File: src/rtl/spi_segment_master.sv
// SPI mode-0 master for the segment-controller peripheral port.
// One MSB-first byte per start request; sck, cs_n and mosi are all registered.
//
// state   | meaning
// --------+-----------------------------------------------------------
// IDLE    | cs_n high, waiting for start
// LEAD    | cs_n low, sck low, mosi = bit7 setup before first rise
// SCK_LO  | sck low half-period, mosi presents the next bit
// SCK_HI  | sck high half-period, miso was sampled on entry
// TRAIL   | sck low after last bit, cs_n still low (hold time)
// GAP     | cs_n high deselect time, busy still asserted

module spi_segment_master #(
    parameter int CLK_DIV = 4
) (
    input  logic       clk,
    input  logic       rst,
    input  logic       start,
    input  logic [7:0] tx_data,
    output logic [7:0] rx_data,
    output logic       busy,
    output logic       done,
    output logic       sck,
    output logic       mosi,
    input  logic       miso,
    output logic       cs_n
);

    typedef enum logic [2:0] {
        IDLE,
        LEAD,
        SCK_LO,
        SCK_HI,
        TRAIL,
        GAP
    } state_t;

    localparam logic [7:0] DIV_LOAD = 8'(CLK_DIV - 1);

    state_t     state, state_nxt;
    logic [7:0] div_cnt, div_cnt_nxt;
    logic [3:0] bit_cnt, bit_cnt_nxt;
    logic [7:0] tx_sr, tx_sr_nxt;
    logic [7:0] rx_sr, rx_sr_nxt;
    logic [7:0] rx_data_nxt;
    logic       busy_nxt, done_nxt, sck_nxt, mosi_nxt, cs_n_nxt;
    logic       div_tc;
    logic       accept;

    assign div_tc = (div_cnt == 8'd0);
    // A start seen at the end of GAP is taken on the same edge busy would fall.
    assign accept = start && ((state == IDLE) || ((state == GAP) && div_tc));

    always_ff @(posedge clk or posedge rst) begin
        if (rst) begin
            state   <= IDLE;
            div_cnt <= 8'd0;
            bit_cnt <= 4'd0;
            tx_sr   <= 8'h00;
            rx_sr   <= 8'h00;
            rx_data <= 8'h00;
            busy    <= 1'b0;
            done    <= 1'b0;
            sck     <= 1'b0;
            mosi    <= 1'b0;
            cs_n    <= 1'b1;
        end else begin
            state   <= state_nxt;
            div_cnt <= div_cnt_nxt;
            bit_cnt <= bit_cnt_nxt;
            tx_sr   <= tx_sr_nxt;
            rx_sr   <= rx_sr_nxt;
            rx_data <= rx_data_nxt;
            busy    <= busy_nxt;
            done    <= done_nxt;
            sck     <= sck_nxt;
            mosi    <= mosi_nxt;
            cs_n    <= cs_n_nxt;
        end
    end

    always_comb begin
        state_nxt   = state;
        div_cnt_nxt = div_cnt;
        bit_cnt_nxt = bit_cnt;
        tx_sr_nxt   = tx_sr;
        rx_sr_nxt   = rx_sr;
        rx_data_nxt = rx_data;
        busy_nxt    = busy;
        done_nxt    = 1'b0;
        sck_nxt     = sck;
        mosi_nxt    = mosi;
        cs_n_nxt    = cs_n;

        case (state)
            IDLE: begin
            end
            LEAD, SCK_LO: begin
                if (div_tc) begin
                    sck_nxt     = 1'b1;
                    rx_sr_nxt   = {rx_sr[6:0], miso};
                    bit_cnt_nxt = bit_cnt + 4'd1;
                    div_cnt_nxt = DIV_LOAD;
                    state_nxt   = SCK_HI;
                end else begin
                    div_cnt_nxt = div_cnt - 8'd1;
                end
            end
            SCK_HI: begin
                if (div_tc) begin
                    sck_nxt     = 1'b0;
                    div_cnt_nxt = DIV_LOAD;
                    if (bit_cnt == 4'd8) begin
                        state_nxt = TRAIL;
                    end else begin
                        tx_sr_nxt = {tx_sr[6:0], 1'b0};
                        mosi_nxt  = tx_sr[6];
                        state_nxt = SCK_LO;
                    end
                end else begin
                    div_cnt_nxt = div_cnt - 8'd1;
                end
            end
            TRAIL: begin
                if (div_tc) begin
                    cs_n_nxt    = 1'b1;
                    mosi_nxt    = 1'b0;
                    rx_data_nxt = rx_sr;
                    done_nxt    = 1'b1;
                    div_cnt_nxt = DIV_LOAD;
                    state_nxt   = GAP;
                end else begin
                    div_cnt_nxt = div_cnt - 8'd1;
                end
            end
            GAP: begin
                if (div_tc) begin
                    busy_nxt  = 1'b0;
                    state_nxt = IDLE;
                end else begin
                    div_cnt_nxt = div_cnt - 8'd1;
                end
            end
            default: begin
                state_nxt = IDLE;
            end
        endcase

        if (accept) begin
            tx_sr_nxt   = tx_data;
            mosi_nxt    = tx_data[7];
            cs_n_nxt    = 1'b0;
            busy_nxt    = 1'b1;
            bit_cnt_nxt = 4'd0;
            div_cnt_nxt = DIV_LOAD;
            state_nxt   = LEAD;
        end
    end

endmodule

File: config.mk
export PLATFORM = sky130hd
export DESIGN_NAME = spi_segment_master
export DESIGN_NICKNAME = d
export VERILOG_FILES = /design/src/rtl/spi_segment_master.sv
export SDC_FILE = /design/constraint.sdc
export NUM_CORES = 1
export LEC_CHECK = 0
export CORE_UTILIZATION = 50
export CTS_CLUSTER_SIZE = 20
export DETAILED_ROUTE_END_ITERATION = 10
export HOLD_SLACK_MARGIN = 0.02
export PLACE_DENSITY = 0.8
export SLEW_MARGIN = 20
export SYNTH_ARGS = -nofsm -noshare
export SYNTH_HDL_FRONTEND = slang
export SYNTH_SLANG_ARGS = --single-unit
File: constraint.sdc
create_clock -name clk -period 3.85 [get_ports clk]
set_clock_uncertainty 0.2 [all_clocks]
set_input_delay 0.5775 -clock clk [delete_from_list [all_inputs] [get_ports clk]]
set_output_delay 0.5775 -clock clk [all_outputs]
set_load 0.005 [all_outputs]
==> flow_summary.yaml, run 1 <==
setup_path:
  critPathSlowestCell: "sky130_fd_sc_hd__or4b_1"
  cpPeakStageDelay_ps: 650
  critical_path_peak_fanout: 8
  critPathBufInv: 1
  cp-end-kind: "flip-flop"
  startpoint_type: "flip-flop"
  cpLargestDelayFamily: "simple AND/OR/NAND/NOR gates"
  timing.reg2reg.worst_path_depth: 6
  crit-reg2reg-launch: "div_cnt[0]$_DFFE_PP0P_"
  path_cells: "inv_1 -> ha_1 -> nor3b_1 -> or4b_1 -> or3_1 -> a21oi_1"
  crit_arrival_ps: 2770
  worstSetupPathDepth: 6
  rr_endpoint: "bit_cnt[3]$_DFFE_PP0P_"
  crit_required_ps: 3870
  critPathLaunch: "div_cnt[0]$_DFFE_PP0P_"
  timing.setup.critical_path_class: "flip-flop to flip-flop"
  r2r_slack_ps: 1100
logic_synthesis:
  synthMuxAreaShare_pct: 11.3
  ys_async_sr_fraction_pct: 100
  yosys_warnings: 0
  synth_top_area_share_pct: 47.3
  compound_cell_area_share_of_the_yosys_netlist_pct: 12.5
  synth_area_sq_mm: 0.00222
  post_synth_main_area_contributors: "sky130_fd_sc_hd__dfrtp_1 47%, sky130_fd_sc_hd__mux2_2 8.1%, sky130_fd_sc_hd__a21oi_1 3.6%, sky130_fd_sc_hd__mux2i_1 3.2%, sky130_fd_sc_hd__ha_1 2.3%"
  synth-xor-area-share_pct: 0.789
  netlist.top_cell.by_area: "sky130_fd_sc_hd__dfrtp_1"
  dominantRegCellSynth: "sky130_fd_sc_hd__dfrtp_1"
  post_synthesis_simple_gate_area_fraction_pct: 21.1
  syn_area_per_cell_sq_um: 10.5
  synth_edf_count: 0
  synth.net_count: 228
  yosysSeqAreaShare_pct: 48.5
  post_synth_fa_ha_maj_area_fraction_pct: 2.25
  netlist_instances: 212
  ys_seq_elements: 43
  synth_top_family_by_area: "simple AND/OR/NAND/NOR gates"
  unique_masters_post_synth: 44
cts:
  post_cts_resize_count: 0
  cts-buffers-inserted: 5
  clock_tree_from_tritoncts: "built"
  cts_hold_buffers: 0
  cts_root_buffer: "sky130_fd_sc_hd__clkbuf_8"
  largest_buffer_count_on_any_clock_path: 2
  clk_transition_reported_paths_ps: 90
  cts_htree_levels: 2
  clkSinkCount: 43
  postCtsSetupBuffers: 0
  clock_latency_ps: 310
global_routing:
  grt_pass1_vias: 1421
  grt.total_usage_pct: 20.3
  global_route_wire_length_before_repair_um: 6910
  grt_start_max_net_pins: 44
  initial_antenna_violation_count: 0
  grt-ovfl-total: 0
final_layout:
  fillers: 352
  finalNonFillerCells: 283
  syn_to_final_growth_pct: 16.8
  num_antenna_cells: 0
  nets: 248
  final_layout_size_suffix_gt1_share_pct: 14.6
  layout.cells.most_common: "sky130_fd_sc_hd__dfrtp_1"
  mostFrequentLayoutCells: "42 x sky130_fd_sc_hd__dfrtp_1, 24 x sky130_fd_sc_hd__clkdlybuf4s50_1, 16 x sky130_fd_sc_hd__a21oi_1, 16 x sky130_fd_sc_hd__mux2_2, 13 x sky130_fd_sc_hd__nor2_1"
sta:
  worst_slew_pin_slew_ps: 1080
  max-slew-margin-rel_pct: 27.1
  layout_min_cycle_time_ps: 2750
  timing_hold_violations_final: 0
  setup-tns-final_ps: 0
  timing.final.setup_violations: 0
  rsz0062_at_grt: "no"
  report.final.slew_viol_count: 0
  fmax_ghz: 0.363
  min_period_over_period_pct: 71.5
floorplan:
  placeableCoreArea_sq_mm: 0.00414
  floorplan.io_pins: 25
  initial_core_util_pct: 53.6
  die_width_um: 68.6
  die_height_um: 68.6
  floorplan.die_area_sq_mm: 0.00471
  fp-row-count: 23
placed_design:
  place.detailed.hpwl_um: 2890
  place.port_buffers: 24
  gp_congestion: 0.799
  dp_cells: 275
min_path:
  hold-path-endpoint: "rx_data[3]$_DFFE_PP0P_"
  worst_hold_path.num_cells: 1
  hold_start: "rx_data[3]$_DFFE_PP0P_"
  hold_path.class: "flip-flop to flip-flop"
power:
  p_sw_share_pct: 36.0
  pwr-share-seq_pct: 44.8
  total_switching_power_uw: 580
  power.clock.fraction_pct: 22.2
  cellLeakagePower_uw: 0.00111
  vdd.ir_drop.worst_uv: 366
  power-per-cell-area_mw_per_mm2: 622
  report.power.total_uw: 1610
  p_int_uw: 1030
  power.share.combinational_pct: 33.0
route:
  routed_wl_um: 4230
  via_count: 1643
  drt-wirelength-per-cell_um: 14.9
  drc: 0
  postRouteAntennaNets: 0
  drt_pass1_iterations: 4
  detailedRoute.firstIterationViolations: 110
  routed_via_density: 5.81
job:
  drv_cap: 0
status:
  run_status: "finished, final reports clean"
cells in the mapped netlist, types with 2 or more instances:
cell	number
sky130_fd_sc_hd__mux2i_1	7
sky130_fd_sc_hd__a21oi_1	16
sky130_fd_sc_hd__clkbuf_1	7
sky130_fd_sc_hd__or2_2	3
sky130_fd_sc_hd__or4_1	5
sky130_fd_sc_hd__nor3b_1	2
sky130_fd_sc_hd__mux2_2	16
sky130_fd_sc_hd__buf_2	4
sky130_fd_sc_hd__nand2b_1	7
sky130_fd_sc_hd__dfrtp_1	42
sky130_fd_sc_hd__or3_1	7
sky130_fd_sc_hd__ha_1	4
sky130_fd_sc_hd__xnor2_1	2
sky130_fd_sc_hd__nor4_1	2
sky130_fd_sc_hd__o211ai_1	3
sky130_fd_sc_hd__nand3_1	5
sky130_fd_sc_hd__o21ai_0	9
sky130_fd_sc_hd__inv_1	8
sky130_fd_sc_hd__nand2_1	8
sky130_fd_sc_hd__nor2b_1	2
sky130_fd_sc_hd__o21bai_1	2
sky130_fd_sc_hd__nor2_1	13
sky130_fd_sc_hd__nand3b_1	2
sky130_fd_sc_hd__o31ai_1	4
sky130_fd_sc_hd__a31oi_1	3
sky130_fd_sc_hd__nor3_1	10
sky130_fd_sc_hd__or4b_1	2
power groups by stage:
stage               Sequential (uW)  Clock, uW  Combinational, uW
global route                    746        381                604
global placement                724          0                519
CTS                             721        362                537
floorplan                       661          0                460
detailed placement              729          0                535
finish                          722        359                532
registers in the layout (all words and copies together), names as in the netlist:
signal and count:
cs_n 1, done 1, bit_cnt 4, mosi 1, sck 1, rx_data 8
tx_sr 7, div_cnt 8, busy 1, rx_sr 8, state 3
cell type report:
class	instances	area, sq um	share of cell area (%)
Sequential cell	43	1080	41.5
Multi-Input combinational cell	149	1060	41.0
Timing Repair Buffer	25	248	9.55
Clock buffer	5	68.8	2.65
Tap cell	50	62.6	2.41
Clock inverter	3	43.8	1.69
Inverter	8	30.0	1.16
kinds of logic (layout without fill, tap and decap cells):
| logic type | count (synthesis) | count (layout) |
|---|---|---|
| AOI/OAI and AO/OA | 45 | 45 |
| xor gates and xnor gates | 2 | 2 |
| adders and majority gates | 4 | 4 |
| buffers and inverters | 20 | 41 |
| DFF | 43 | 43 |
| muxes | 23 | 23 |
| and+or+nand+nor | 75 | 75 |
metal layers:
metal / track usage, % / share of wire, % / wire length, um
met2: 28.9 / 45 / 1920
met5: 0 / 0 / 0
met1: 29.3 / 48 / 2050
met3: 4.77 / 4.9 / 207
met4: 8.33 / 1.2 / 52
through the flow:
step	utilization (%)	setup slack, ps	hold slack (ps)	cell area (sq um)
after floorplan	-	1460	275	2220
after global placement	59.9	1150	288	2480
after detailed placement	59.9	1110	296	2480
after CTS	62.6	1100	317	2590
after global routing	62.6	921	330	2590
final	62.6	1100	313	2590
worst max-delay path by stage:
stage                        endpoint  slack [ps]
2_1_floorplan  bit_cnt[3]$_DFFE_PP0P_        1460
3_3_place_gp   div_cnt[0]$_DFFE_PP0P_        1150
3_5_place_dp   div_cnt[0]$_DFFE_PP0P_        1110
4_1_cts        bit_cnt[3]$_DFFE_PP0P_        1100
5_1_grt        bit_cnt[3]$_DFFE_PP0P_         920
6_report       bit_cnt[3]$_DFFE_PP0P_        1100
worst reg2reg max path, stage by stage (launching register included):
cell,delay (ps)
sky130_fd_sc_hd__dfrtp_1,400
sky130_fd_sc_hd__inv_1,100
sky130_fd_sc_hd__ha_1,190
sky130_fd_sc_hd__nor3b_1,560
sky130_fd_sc_hd__or4b_1,650
sky130_fd_sc_hd__or3_1,400
sky130_fd_sc_hd__a21oi_1,160
Power figures use the tool's default switching activity.
==> run 2, diff against run 1 <==
==> constraint.sdc (replaced) <==
create_clock -name clk -period 2.63 [get_ports clk]
set_clock_uncertainty 0.2 [all_clocks]
set_input_delay 0.3945 -clock clk [delete_from_list [all_inputs] [get_ports clk]]
set_output_delay 0.3945 -clock clk [all_outputs]
set_load 0.005 [all_outputs]
==> flow_summary.yaml, run 2 (synthesized netlist as in run 1, its figures left out) <==
floorplan:
  floorplan.io_pins: 25
  floorplan.die_area_sq_mm: 0.00471
  placeableCoreArea_sq_mm: 0.00414
  initial_core_util_pct: 53.6
  die_height_um: 68.6
  die_width_um: 68.6
  fp-row-count: 23
setup_path:
  timing.setup.critical_path_class: "flip-flop to flip-flop"
  startpoint_type: "flip-flop"
  path_cells: "inv_1 -> ha_1 -> nor3b_1 -> or4b_1 -> buf_4 -> o21ai_0 -> a21oi_1"
  critPathLaunch: "div_cnt[1]$_DFFE_PP0P_"
  critPathBufInv: 2
  crit_arrival_ps: 2430
  cp-end-kind: "flip-flop"
  critical_path_peak_fanout: 5
  r2r_slack_ps: 170
  cpLargestDelayFamily: "simple AND/OR/NAND/NOR gates"
  crit_required_ps: 2600
  cpPeakStageDelay_ps: 540
  crit-reg2reg-launch: "div_cnt[1]$_DFFE_PP0P_"
  critPathSlowestCell: "sky130_fd_sc_hd__or4b_1"
cts:
  cts_root_buffer: "sky130_fd_sc_hd__clkbuf_8"
  clock_tree_from_tritoncts: "built"
  postCtsSetupBuffers: 0
  largest_buffer_count_on_any_clock_path: 2
  cts_htree_levels: 2
  clkSinkCount: 43
  cts_hold_buffers: 0
  clock_latency_ps: 300
  post_cts_resize_count: 0
  cts-buffers-inserted: 5
  clk_transition_reported_paths_ps: 80
route:
  routed_via_density: 5.86
  postRouteAntennaNets: 0
  drt-wirelength-per-cell_um: 15.5
  via_count: 1716
  detailedRoute.firstIterationViolations: 121
  routed_wl_um: 4540
  topRoutingLayerUsed: "met4"
  drt_pass1_iterations: 4
  route.layer.met1.wl_um: 2150
  drc: 0
  wl_met2_um: 2080
  route.met3.wl_um: 233
sta:
  fmax_ghz: 0.407
  max-slew-margin-rel_pct: 63.9
  worst_slew_pin_slew_ps: 542
  layout_min_cycle_time_ps: 2460
  min_period_over_period_pct: 93.5
  setup-tns-final_ps: 0
  timing_hold_violations_final: 0
  timing.final.setup_violations: 0
  report.final.slew_viol_count: 0
  rsz0062_at_grt: "no"
global_routing:
  grt-ovfl-total: 0
  initial_antenna_violation_count: 0
  grt_start_max_net_pins: 44
  global_route_wire_length_before_repair_um: 7460
  grt.total_usage_pct: 21.9
  grt_pass1_vias: 1620
job:
  drv_cap: 0
power:
  pwr-share-seq_pct: 42.1
  vdd.ir_drop.worst_uv: 508
  total_switching_power_uw: 882
  p_sw_share_pct: 36.0
  power-per-cell-area_mw_per_mm2: 916
  cellLeakagePower_uw: 0.00116
  p_int_uw: 1570
  report.power.total_uw: 2450
  power.share.combinational_pct: 36.6
  power.clock.fraction_pct: 21.3
final_layout:
  total_area_of_multi_input_combinational_cells_sq_mm: 0.00106
  layout.cells.most_common: "sky130_fd_sc_hd__dfrtp_1"
  layout_top_registers: "div_cnt: 8 flops, rx_data: 8 flops, rx_sr: 8 flops"
  num_antenna_cells: 0
  regArea_sq_mm: 0.00108
  mostFrequentLayoutCells: "42 x sky130_fd_sc_hd__dfrtp_1, 24 x sky130_fd_sc_hd__clkdlybuf4s50_1, 16 x sky130_fd_sc_hd__a21oi_1, 16 x sky130_fd_sc_hd__mux2_2, 13 x sky130_fd_sc_hd__nor2_1"
  syn_to_final_growth_pct: 20.3
  nets: 258
  fillers: 334
  final_layout_size_suffix_gt1_share_pct: 18.1
placed_design:
  gp_congestion: 0.878
  place.port_buffers: 24
  place.detailed.hpwl_um: 3140
min_path:
  hold_start: "cs_n$_DFFE_PP1P_"
  hold_path.class: "flip-flop to flip-flop"
status:
  run_status: "finished, final reports clean"
## run 2: cell types whose count changed in the layout (fill, tap and decap cells not counted)
cell	previous run	this run
sky130_fd_sc_hd__clkinv_2	1	0
sky130_fd_sc_hd__inv_6	0	1
sky130_fd_sc_hd__buf_4	1	11
sky130_fd_sc_hd__clkinv_4	1	0
sky130_fd_sc_hd__clkinvlp_4	0	1
## run 2: worst reg2reg max path: stages (launching register included)
cell                      delay (ps)
sky130_fd_sc_hd__dfrtp_1         440
sky130_fd_sc_hd__inv_1           100
sky130_fd_sc_hd__ha_1            190
sky130_fd_sc_hd__nor3b_1         360
sky130_fd_sc_hd__or4b_1          540
sky130_fd_sc_hd__buf_4           190
sky130_fd_sc_hd__o21ai_0         210
sky130_fd_sc_hd__a21oi_1         100
## run 2: per-stage QoR
stage          cells  setup WS [ps]  hold WS [ps]  instance area [sq um]  utilization [%]
5_1_grt          293           28.9           331                   2670             64.5
3_3_place_gp     285            261           291                   2560             61.7
6_report         293            171           305                   2670             64.5
4_1_cts          293            176           308                   2670             64.5
3_5_place_dp     285            208           294                   2560             61.7
2_1_floorplan    212            240           275                   2220                -
## run 2: path summary, 6_finish.rpt
| check | depth (start not counted) | end |
|---|---|---|
| max | 7 | bit_cnt[3]$_DFFE_PP0P_ |
| min | 2 | cs_n$_DFFE_PP1P_ |
| max reg2reg | 7 | bit_cnt[3]$_DFFE_PP0P_ |
| min reg2reg | 2 | cs_n$_DFFE_PP1P_ |
| max in group asynchronous | 3 | cs_n$_DFFE_PP1P_ |
| min in group asynchronous | 3 | div_cnt[0]$_DFFE_PP0P_ |
## run 2: power by group through the flow
stage | Clock [uW] | Sequential [uW] | Combinational (uW)
final | 521 | 1030 | 896
after global routing | 562 | 1060 | 1010
after CTS | 537 | 1030 | 893
after detailed placement | 0 | 1040 | 884
after global placement | 0 | 1020 | 855
after floorplan | 0 | 968 | 673
## run 2: area by class of cell
class / instances / area share, %
multi-input cells: 149 / 39.8
inverters: 8 / 1.12
flip-flops and latches: 43 / 40.3
well taps: 50 / 2.34
clock inverters: 3 / 1.73
clock buffers: 5 / 2.58
repair buffers: 35 / 12.1
## run 2: metal layers
layer,vias up,track usage (%)
met4,0,8.85
met1,829,29.4
met2,47,34.3
met5,-,0
met3,9,4.44
li1,831,-
==> variant (settings of run 2) <==
Remove the register `done`: a continuous assignment takes its place, so the output `done` follows one clock earlier.
--- a/src/rtl/spi_segment_master.sv
+++ b/src/rtl/spi_segment_master.sv
@@ -61,5 +61,4 @@
             rx_data <= 8'h00;
             busy    <= 1'b0;
-            done    <= 1'b0;
             sck     <= 1'b0;
             mosi    <= 1'b0;
@@ -73,5 +72,4 @@
             rx_data <= rx_data_nxt;
             busy    <= busy_nxt;
-            done    <= done_nxt;
             sck     <= sck_nxt;
             mosi    <= mosi_nxt;
@@ -79,4 +77,6 @@
         end
     end
+
+    assign done = done_nxt;
 
     always_comb begin
Function: no difference found for any inputs over 10 cycles, from zero or initial values and one cycle with rst high; that may be too few to reach the edited logic, so the function may still have changed.
==> variant against run 2 <==
  * Critical path depth fell by 1
  * Setup slack got worse by 16 ps
  * Cell count rose by 4.4%
  * Sequential power fell by 9%
  * Area after synthesis rose by 0.56%
  * Clock power fell by 18%
  * Non-clock buffer count rose by 14
  * Power rose by 1.1%
  * Routed wire length rose by 7.7%
  * First-iteration DRC count fell by 2.5%
  * Cell area rose by 3.4%
  * Sequential cell count fell by 1
  * Maximum frequency fell by 0.63%
  * Largest power group is now combinational cells
  * Highest routed layer unchanged
==> variant: results (changes against run 2) <==
metric,value,unit,change
IO buf count,24,,unchanged
cts bufs inserted,5,,unchanged
Worst-Skew Late Latency,300,ps,about the same
"Seq/Total Area, Yosys",0.4711,,-0.01392
final weighted congestion in routability-driven placement,0.8243,,-6.1%
worst-path fanout max,2,,-3
global-route wire length before repair,8086,um,+8.4%
HP Class,flip-flop to flip-flop,,
clock tree buffer depth,2,,unchanged
Static Leak,1.213,nW,+4.6%
Yosys cell types,51,,+16%
H-tree depth,2,,unchanged
Post-synth ARST share,1.000,,unchanged
# Post-CTS Setup Buffers,0,,unchanged
DP Area,0.002668,mm^2,+4.4%
CP Data Arrival Time,1880,ps,-550 ps
internal power,1.545,mW,-1.3%
YS warnings,0,,unchanged
gr usage total,0.2348,,+0.01610
vias in the first global route,1749,,+8.0%
Synth area leaders,"dfrtp_1 (46%), mux2_4 (5.4%), mux2_2 (4.0%), o21ai_0 (3.1%), a21oi_1 (2.5%)",,
"Hold Violations, Final",0,,unchanged
nets,271,,+5.0%
drt via density,5.993,,+2.3%
Least-Margin Pin Slew,533.6,ps,-8.087 ps
"Slowest-stage cell, CP",or3_4,,
clk root buf,clkbuf_8,,
Antenna Cells,0,,unchanged
drt total wl,4895,um,+7.7%
Largest regs,"div_cnt (8), rx_data (8), rx_sr (8)",,
number of flops mapped to enable cells by yosys,0,,unchanged
largest net degree at the start of global routing,43,,-2.3%
status,"complete, no violations",,
Fillers,338,,+1.2%
Synth top cells by count,"dfrtp_1 (41), o21ai_0 (14), a21oi_1 (11), inv_1 (11)",,
drt first pass iters,4,,unchanged
Worst IR Drop VDD,0.0006709,V,+32%
"Net Count, Synth",227,,-0.44%
Worst-path clk slew,90,ps,
initial antenna violation count,0,,unchanged
crit-path max cell delay,400,ps,-140 ps
Initial DRC Count,118,,-2.5%
Crit path max-delay family,simple AND/OR/NAND/NOR gates,,
share of cells above drive strength 1,0.2461,,+0.06502
hpwl dp,3445,um,+9.6%
[variant: cell count changes after synthesis, sizes merged, moves of 3 or more]
cell	before	now
o221ai	0	3
a21oi	16	11
nand3	5	10
a31oi	3	7
inv	8	11
nor2	13	9
a22o	0	3
nand2b	7	1
o21ai	10	14
mux2i	7	1
[variant: metal layers]
metal  up-vias  track usage  wire length, um
met2        44       0.3909             2490
li1        882            -                -
met4         0      0.06888               58
met1       901       0.3135             2139
met3         7      0.03947              206
met5         -            0                0
[variant: cells by family after synthesis]
kind of cell	share of synthesized area
and+or+nand+nor	0.1854
AOI/OAI and AO/OA	0.1692
DFF	0.4711
buffers and inverters	0.04537
muxes	0.09860
adders and majority gates	0.02241
xor gates and xnor gates	0.007845
[variant: final cells by class]
class	count	share of cell area
timing repair buffer	49	0.1531
sequential	42	0.3809
clock inverter	3	0.008605
multi-input combinational	145	0.3936
inverter	12	0.01630
clock buffer	5	0.02491
tap	50	0.02264
[variant: path summary, 6_finish.rpt]
check / start / endpoint / slack, ps / depth (start not counted)
setup / recovery: div_cnt[0] / done / 160 / 6
hold / removal: busy / busy / 300 / 1
setup reg to reg: div_cnt[0] / bit_cnt[3] / 360 / 7
hold reg to reg: busy / busy / 300 / 1
max in group asynchronous: rst / div_cnt[1] / 1530 / 3
min in group asynchronous: rst / tx_sr[2] / 320 / 3
[variant: power by group through the flow]
| stage | Combinational (mW) | Clock, mW | Sequential, mW |
|---|---|---|---|
| 3_3_place_gp | 1.05 | 0 | 0.941 |
| 4_1_cts | 1.10 | 0.439 | 0.938 |
| 3_5_place_dp | 1.09 | 0 | 0.948 |
| 6_report | 1.11 | 0.429 | 0.938 |
| 2_1_floorplan | 0.669 | 0 | 0.964 |
| 5_1_grt | 1.23 | 0.463 | 0.964 |
[variant: repair_timing]
item / CTS / global route
pin swaps: 1 / 0
resized for setup: 3 / 2
endpoints found under the setup margin: 1 / 1
[variant: per-stage QoR]
step                      hold WS (ps)    util  instances  setup slack [ps]  power, mW
after floorplan                  274.0       -        211             335.4      1.633
after global placement           287.5  0.6437        298             7.291      1.990
after detailed placement         274.5  0.6437        298            0.9344      2.034
after CTS                        297.1  0.6676        306             27.83      2.479
after global routing             318.5  0.6667        306             24.77      2.653
final                            298.0  0.6667        306             155.2      2.475
[variant: worst register-to-register path, stage by stage (launching register included)]
cell and delay, ps:
dfrtp_1 380, inv_1 70, ha_1 160, buf_4 110, nor3b_1 410, nand4_1 320
or3_1 420, a21oi_1 140
